$ cat config.mk
export PLATFORM = sky130hd
export DESIGN_NAME = pos_func_sweeper
export DESIGN_NICKNAME = d
export VERILOG_FILES = /design/src/rtl/pos_func_sweeper.sv
export SDC_FILE = /design/constraint.sdc
export NUM_CORES = 1
export LEC_CHECK = 0
export BUFFER_PORTS_ARGS = -buffer_cell sky130_fd_sc_hd__buf_2
export CAP_MARGIN = 20
export CORE_MARGIN = 2
export CORE_UTILIZATION = 55
export DETAILED_ROUTE_END_ITERATION = 16
export GPL_TIMING_DRIVEN = 0
export HOLD_SLACK_MARGIN = 0.12
export PLACE_DENSITY = 0.77
export SYNTH_ARGS = -nofsm -noshare
export SYNTH_HDL_FRONTEND = slang
export SYNTH_SLANG_ARGS = --single-unit
$ cat constraint.sdc
create_clock -name clk -period 2.95 [get_ports clk]
set_clock_uncertainty 0.1 [all_clocks]
set_input_delay 0.59 -clock clk [delete_from_list [all_inputs] [get_ports clk]]
set_output_delay 0.59 -clock clk [all_outputs]
set_load 0.02 [all_outputs]
$ cat src/rtl/pos_func_sweeper.sv
// ============================================================================
// Module   : pos_func_sweeper
// Brief    : N-input Boolean function evaluator driven by a maxterm mask.
//            It sweeps all input vectors or evaluates one supplied vector.
// Revision : 1.0 - initial release
// ============================================================================
`default_nettype none

module pos_func_sweeper #(
  parameter  int N_IN = 4,
  localparam int TT_W = 2**N_IN
) (
  input  logic              clk,
  input  logic              rst_n,
  input  logic              cfg_we_i,
  input  logic [TT_W-1:0]   cfg_mask_i,
  input  logic              start_i,
  input  logic              mode_i,
  input  logic [N_IN-1:0]   single_in_i,
  output logic              busy_o,
  output logic [N_IN-1:0]   vec_out_o,
  output logic              f_out_o,
  output logic              f_valid_o,
  output logic              done_o,
  output logic [N_IN:0]     ones_cnt_o,
  output logic [TT_W-1:0]   result_o
);

  typedef enum logic [1:0] {
    S_IDLE = 2'd0,
    S_EVAL = 2'd1,
    S_DONE = 2'd2
  } state_t;

  localparam logic [N_IN-1:0] VEC_ONE = N_IN'(1);
  localparam logic [N_IN-1:0] VEC_MAX = '1;

  state_t            state_q, state_d;
  logic [TT_W-1:0]   mask_q, mask_d;
  logic              mode_q, mode_d;
  logic [N_IN-1:0]   vec_q, vec_d;
  logic              f_q, f_d;
  logic              f_valid_q, f_valid_d;
  logic              done_q, done_d;
  logic              busy_q, busy_d;
  logic [N_IN:0]     ones_q, ones_d;
  logic [TT_W-1:0]   result_q, result_d;

  always_ff @(posedge clk) begin
    if (!rst_n) begin
      state_q   <= S_IDLE;
      mask_q    <= '0;
      mode_q    <= 1'b0;
      vec_q     <= '0;
      f_q       <= 1'b0;
      f_valid_q <= 1'b0;
      done_q    <= 1'b0;
      busy_q    <= 1'b0;
      ones_q    <= '0;
      result_q  <= '0;
    end else begin
      state_q   <= state_d;
      mask_q    <= mask_d;
      mode_q    <= mode_d;
      vec_q     <= vec_d;
      f_q       <= f_d;
      f_valid_q <= f_valid_d;
      done_q    <= done_d;
      busy_q    <= busy_d;
      ones_q    <= ones_d;
      result_q  <= result_d;
    end
  end

  always_comb begin
    state_d   = state_q;
    mask_d    = mask_q;
    mode_d    = mode_q;
    vec_d     = vec_q;
    f_d       = f_q;
    f_valid_d = 1'b0;
    done_d    = 1'b0;
    ones_d    = ones_q;
    result_d  = result_q;

    case (state_q)
      S_IDLE: begin
        if (cfg_we_i) begin
          mask_d = cfg_mask_i;
        end
        // mask_d already carries a same-cycle write, so the first vector uses it
        if (start_i) begin
          mode_d    = mode_i;
          vec_d     = mode_i ? single_in_i : '0;
          f_d       = ~mask_d[vec_d];
          f_valid_d = 1'b1;
          ones_d    = '0;
          result_d  = '0;
          state_d   = S_EVAL;
        end
      end
      S_EVAL: begin
        result_d[vec_q] = f_q;
        ones_d          = ones_q + {{N_IN{1'b0}}, f_q};
        if (!mode_q && (vec_q != VEC_MAX)) begin
          vec_d     = vec_q + VEC_ONE;
          f_d       = ~mask_q[vec_d];
          f_valid_d = 1'b1;
        end else begin
          done_d  = 1'b1;
          state_d = S_DONE;
        end
      end
      S_DONE: begin
        state_d = S_IDLE;
      end
      default: begin
        state_d = S_IDLE;
      end
    endcase

    busy_d = (state_d != S_IDLE);
  end

  assign busy_o     = busy_q;
  assign vec_out_o  = vec_q;
  assign f_out_o    = f_q;
  assign f_valid_o  = f_valid_q;
  assign done_o     = done_q;
  assign ones_cnt_o = ones_q;
  assign result_o   = result_q;

endmodule

`default_nettype wire
==> out/metrics.csv, run 1 <==
stage;metric;value;unit
floorplan;start_util;56.46;%
yosys;yosysUniqueCellTypes;42;
critical_path;crit_chain;clkbuf_1, inv_1, ha_1, buf_2, mux2_1, o22a_1, nand4_1, nand4_1, o32ai_2;
sta;worstMarginPinSlew;538.9;ps
cts;cts_tree;yes;
final_layout;fill_cells;408;
global_routing;track_usage;25.81;%
floorplan;core-area;0.004661;mm²
sta;fin_crit_sh;88.47;%
critical_path;reg2reg_slack;340;ps
yosys;synth_cells;298;
cts;ctsHtreeMaxLevel;2;
final_layout;layout-drive-gt1-share;22.69;%
power_and_ir_drop;max-vdd-ir-drop;239.4;µV
min_path;min_path_type;reg2reg;
global_routing;grt_overflow;0;
cts;clockBufferDepth;2;
yosys;ys_top_cells_by_count;51 x nand2_1, 48 x dfxtp_1, 31 x a21boi_0;
critical_path;startpoint_type;flop;
yosys;syn_area;0.002631;mm²
sta;fmax;383.2;MHz
power_and_ir_drop;p_leak;0.001259;µW
cts;ctsResizeCount;0;
sta;hold_viol;0;
placement;dpl.hpwl;4.855;mm
critical_path;critPathKind;reg2reg;
route;ant_nets;0;
route;drtIter0Drc;165;
placement;io_buffer_count;52;
yosys;synthTopCellsByArea;dfxtp_1 37%, a21boi_0 8.8%, nand2_1 7.3%, nand4_1 4.5%, mux2i_1 3.8%;
sta;fin_hold_ws;370.0;ps
sta;rsz0062_at_grt;false;
floorplan;ios;54;
critical_path;slowest_stage;dfxtp_1;
placement;place_congestion;0.8988;
yosys;synth_top_area_cell;dfxtp_1;
status;status;finished, final reports clean;
route;routed_wl;6.609;mm
critical_path;cpPeakStageDelay;390;ps
yosys;yosysWarnings;0;
yosys;syn_nets;329;
sta;timing.final.crit_period;2610;ps
cts;cts_hold_buf;0;
sta;setup-violations-final;0;
critical_path;end_kind;flop;
yosys;synth_edf_count;0;
global_routing;grt_max_degree;15;
yosys;ys_seq_area_share;36.52;%
cts;numCtsBuffers;5;
cts;post-cts-setup-buffers;0;
cts;root_buffer;clkbuf_8;
flow_run;max_cap_violations;0;
global_routing;grt_pass1_vias;2356;
critical_path;cp.required;3070;ps
sta;slew_headroom;64.08;%
final_layout;nets;388;
final_layout;area_growth;15.55;%
route;post-route-drc-count;0;
floorplan;die_h;73.17;µm
critical_path;cp.arrival;2730;ps
floorplan;std_cell_rows;25;
power_and_ir_drop;power.density;466.2;mW/mm²
sta;totalNegativeSetupSlack;0;ps
global_routing;grt_pass1_wl;10.78;mm
route;via_per_inst;6.036;
route;vias;2481;
cts;clock_latency;300;ps
route;first_pass_iters;5;
sta;slew_violations;0;
cts;clk_pin_slew_worst_paths;90;ps
final_layout;diodes;0;
route;wl_per_cell;16.08;µm
yosys;synthArstFlopShare;0;%
yosys;synth_most_common_cell;nand2_1;
floorplan;die_area;0.005353;mm²
critical_path;crit_fanout;9;
yosys;synth_top_area_share;36.52;%
global_routing;antenna_found_initial;0;
yosys;synth_ff_type;dfxtp_1;
cts;clock-sinks;48;
critical_path;crit_top_cell;nand4_1;
yosys;synth_seq_cells;48;
floorplan;fp.dieW;73.17;µm
yosys;syn_avg_cell_area;8.830;µm²
==> registers in the layout, summed over array words and instances, names as in the netlist <==
name        flops
busy_o          1
done_o          1
f_out_o         1
f_valid_o       1
mask_q         16
mode_q          1
ones_cnt_o      5
result_o       16
state_q         2
vec_out_o       4
==> layout by cell type, fill, tap and decap left out, types with 2 or more instances in the layout <==
cell type / n
buf_2: 59
nand2_1: 51
dfxtp_1: 48
a21boi_0: 31
nand4_1: 19
clkbuf_1: 14
o211ai_1: 12
nor2_1: 10
mux2i_1: 10
a21oi_1: 10
nor2b_1: 9
o21ai_0: 8
nand3_1: 6
ha_1: 6
clkbuf_8: 5
and2_1: 4
mux2_2: 4
a22oi_1: 4
o311ai_0: 4
nand2b_1: 3
buf_6: 3
and3_1: 3
mux4_2: 3
mux2_1: 3
inv_1: 2
o211a_1: 2
xnor2_1: 2
o311ai_1: 2
a211oi_1: 2
o22a_1: 2
a21boi_1: 2
==> layout make-up <==
type | count | area, µm² | area share (%)
timing repair buffer | 52 | 260.3 | 8.560
inverter | 2 | 7.507 | 0.2469
buffer | 25 | 125.1 | 4.115
clock inverter | 2 | 12.51 | 0.4115
tap | 54 | 67.56 | 2.222
multi-input combinational | 223 | 1538 | 50.58
clock buffer | 5 | 68.82 | 2.263
sequential | 48 | 960.9 | 31.60
==> worst max-delay path: cells and delay by family, from the launching register on <==
kind / cells / cell delay (ps)
and+or+nand+nor: 2 / 210
muxes: 1 / 390
buffers and inverters: 3 / 660
AOI/OAI and AO/OA: 2 / 480
adders and majority gates: 1 / 280
DFF: 1 / 390
==> metal layers <==
layer | up-vias | wire length (µm) | track usage [%]
li1 | 1209 | - | -
met1 | 1171 | 3053 | 35.25
met2 | 93 | 3109 | 41.84
met3 | 8 | 372 | 4.834
met4 | 0 | 74 | 6.790
met5 | - | 0 | 0
==> cell families after synthesis <==
| family | synth area share, % |
|---|---|
| and+or+nand+nor | 19.54 |
| AOI/OAI and AO/OA | 24.68 |
| DFF | 36.52 |
| buffers and inverters | 5.040 |
| muxes | 10.37 |
| adders and majority gates | 2.853 |
| xor gates and xnor gates | 0.9988 |
==> final timing paths <==
kind | startpoint | to | depth (start not counted)
min reg2reg | ones_cnt_o[4] | ones_cnt_o[4] | 1
max | vec_out_o[0] | f_out_o | 9
min | ones_cnt_o[4] | ones_cnt_o[4] | 1
max reg2reg | vec_out_o[0] | f_out_o | 9
==> through the flow <==
stage	setup WS [ps]	util (%)	power (µW)	std cells	instance area, µm²
after global placement	407.4	63.49	1037	404	2959
final	340.2	65.23	1418	411	3040
after global routing	182.5	65.23	1483	411	3040
after detailed placement	388.0	63.49	1043	404	2959
after CTS	353.0	65.23	1421	411	3040
after floorplan	553.1	-	945.1	298	2631
==> power breakdown <==
part | switching [µW] | internal (µW)
clock | 223 | 161
sequential | 22.8 | 677
combinational | 204 | 130
total | 450 | 967
Note: power is estimated with default switching activity, not from simulation.
==> run 2, diff against run 1 <==
--- a/config.mk
+++ b/config.mk
@@ -12,7 +12,7 @@
 export DETAILED_ROUTE_END_ITERATION = 16
 export GPL_TIMING_DRIVEN = 0
 export HOLD_SLACK_MARGIN = 0.12
-export PLACE_DENSITY = 0.77
+export PLACE_DENSITY = 0.91
 export SYNTH_ARGS = -nofsm -noshare
 export SYNTH_HDL_FRONTEND = slang
 export SYNTH_SLANG_ARGS = --single-unit
==> run 2 against run 1 <==
  * Maximum frequency down 0.15%
  * Hold slack worse by 16 ps
  * Sequential power about the same
  * Utilization up 0.72 points
  * Cell count up 0.24%
  * Global-route usage up 1.1 points
  * Critical path type unchanged
  * Critical endpoint unchanged
  * Largest cell class unchanged
  * Highest routed layer unchanged
==> out/metrics.csv, run 2 (same netlist as run 1, synthesis figures left out) <==
stage;metric;value;unit
sta;fin_crit_sh;88.60;%
status;status;finished, final reports clean;
final_layout;nets;388;
critical_path;cp-startpoint;vec_out_o[0];
floorplan;fp.dieW;73.17;µm
cts;ctsResizeCount;0;
critical_path;path_depth;9;
critical_path;crit_chain;clkbuf_1, inv_1, ha_1, buf_2, mux2_1, o22a_1, nand4_1, nand4_1, o32ai_2;
route;via_per_inst;6.187;
global_routing;grt_pass1_vias;2387;
critical_path;crit_fanout;9;
global_routing;track_usage;26.90;%
floorplan;die_area;0.005353;mm²
floorplan;start_util;56.46;%
critical_path;cp.arrival;2740;ps
critical_path;cp.required;3080;ps
final_layout;diodes;0;
sta;timing.final.crit_period;2614;ps
floorplan;core-area;0.004661;mm²
global_routing;antenna_found_initial;0;
power_and_ir_drop;p_leak;0.001274;µW
sta;setup-violations-final;0;
sta;fmax;382.6;MHz
placement;io_buffer_count;52;
critical_path;end_kind;flop;
critical_path;crit_buf_inv;3;
sta;slew_violations;0;
critical_path;crit_top_cell;nand4_1;
sta;totalNegativeSetupSlack;0;ps
sta;rsz0062_at_grt;false;
floorplan;std_cell_rows;25;
sta;hold_viol;0;
flow_run;max_cap_violations;0;
min_path;min_path_type;reg2reg;
placement;place_congestion;0.9294;
route;wl_per_cell;16.56;µm
cts;root_buffer;clkbuf_8;
critical_path;crit_end;f_out_o;
cts;clk_pin_slew_worst_paths;90;ps
cts;cts_hold_buf;0;
global_routing;grt_max_degree;17;
cts;clockBufferDepth;2;
route;post-route-drc-count;0;
critical_path;critPathKind;reg2reg;
sta;fin_hold_ws;354.3;ps
critical_path;startpoint_type;flop;
cts;clock-sinks;48;
critical_path;rr_startpoint;vec_out_o[0];
cts;numCtsBuffers;5;
route;drtIter0Drc;246;
power_and_ir_drop;power.density;499.8;mW/mm²
sta;worstMarginPinSlew;549.2;ps
route;first_pass_iters;5;
critical_path;cpPeakStageDelay;410;ps
final_layout;final_common_cell;buf_2;
critical_path;cp_top_family;buffers and inverters;
placement;dpl.hpwl;4.983;mm
critical_path;r2r_end;f_out_o;
route;routed_wl;6.823;mm
cts;clock_latency;310;ps
floorplan;die_h;73.17;µm
cts;cts_tree;yes;
sta;slew_headroom;63.39;%
global_routing;grt_overflow;0;
cts;ctsHtreeMaxLevel;2;
route;vias;2549;
critical_path;worstRegToRegCells;9;
final_layout;fill_cells;359;
floorplan;ios;54;
final_layout;layout_common_cells;59 x buf_2, 51 x nand2_1, 48 x dfxtp_1;
route;ant_nets;0;
critical_path;slowest_stage;dfxtp_1;
critical_path;reg2reg_slack;340;ps
global_routing;grt_pass1_wl;11.15;mm
power_and_ir_drop;max-vdd-ir-drop;205.6;µV
final_layout;area_growth;16.83;%
cts;post-cts-setup-buffers;0;
final_layout;layout-drive-gt1-share;22.91;%
==> run 2: stage by stage <==
step	std cells	total power [µW]	area (µm²)	setup WS, ps	util (%)
after floorplan	298	945.1	2631	553.1	-
after global placement	404	1031	2959	463.6	63.49
after detailed placement	404	1043	2959	400.4	63.49
after CTS	412	1528	3074	364.2	65.96
after global routing	412	1590	3074	173.2	65.96
final	412	1537	3074	336.4	65.96
==> run 2: how the worst min path moves through the flow <==
stage / start / to / slack (ps) / cells after the start
detailed placement: ones_cnt_o[4] / ones_cnt_o[4] / 340 / 1
global route: ones_cnt_o[4] / ones_cnt_o[4] / 370 / 1
floorplan: mask_q[8] / mask_q[8] / 350 / 2
global placement: ones_cnt_o[4] / ones_cnt_o[4] / 340 / 1
CTS: ones_cnt_o[4] / ones_cnt_o[4] / 350 / 1
finish: ones_cnt_o[4] / ones_cnt_o[4] / 350 / 1
==> run 2: metal layers <==
layer  wire [µm]  GRT usage [%]  vias to the layer above
li1            -              -                     1211
met1        2835          33.79                     1193
met2        3354          45.95                      125
met3         514          4.282                       20
met4         119          10.49                        0
met5           0              0                        -
==> run 2: report_power, final <==
| part | internal [µW] | switching, µW |
|---|---|---|
| clock network | 256 | 242 |
| logic | 130 | 209 |
| registers | 677 | 23.6 |
==> run 2: final cells by class <==
cell class / instances / area (µm²) / area share, %
Multi-Input combinational cell: 223 / 1538 / 50.02
Sequential cell: 48 / 960.9 / 31.26
Timing Repair Buffer: 52 / 260.3 / 8.466
Buffer: 25 / 125.1 / 4.070
Clock buffer: 5 / 68.82 / 2.239
Tap cell: 54 / 67.56 / 2.198
Clock inverter: 3 / 46.29 / 1.506
Inverter: 2 / 7.507 / 0.2442
==> run 2: worst reg2reg max path: stages (launching register included) <==
cell      delay, ps
dfxtp_1         410
clkbuf_1        290
inv_1           110
ha_1            290
buf_2           260
mux2_1          390
o22a_1          230
nand4_1         100
nand4_1         110
o32ai_2         260
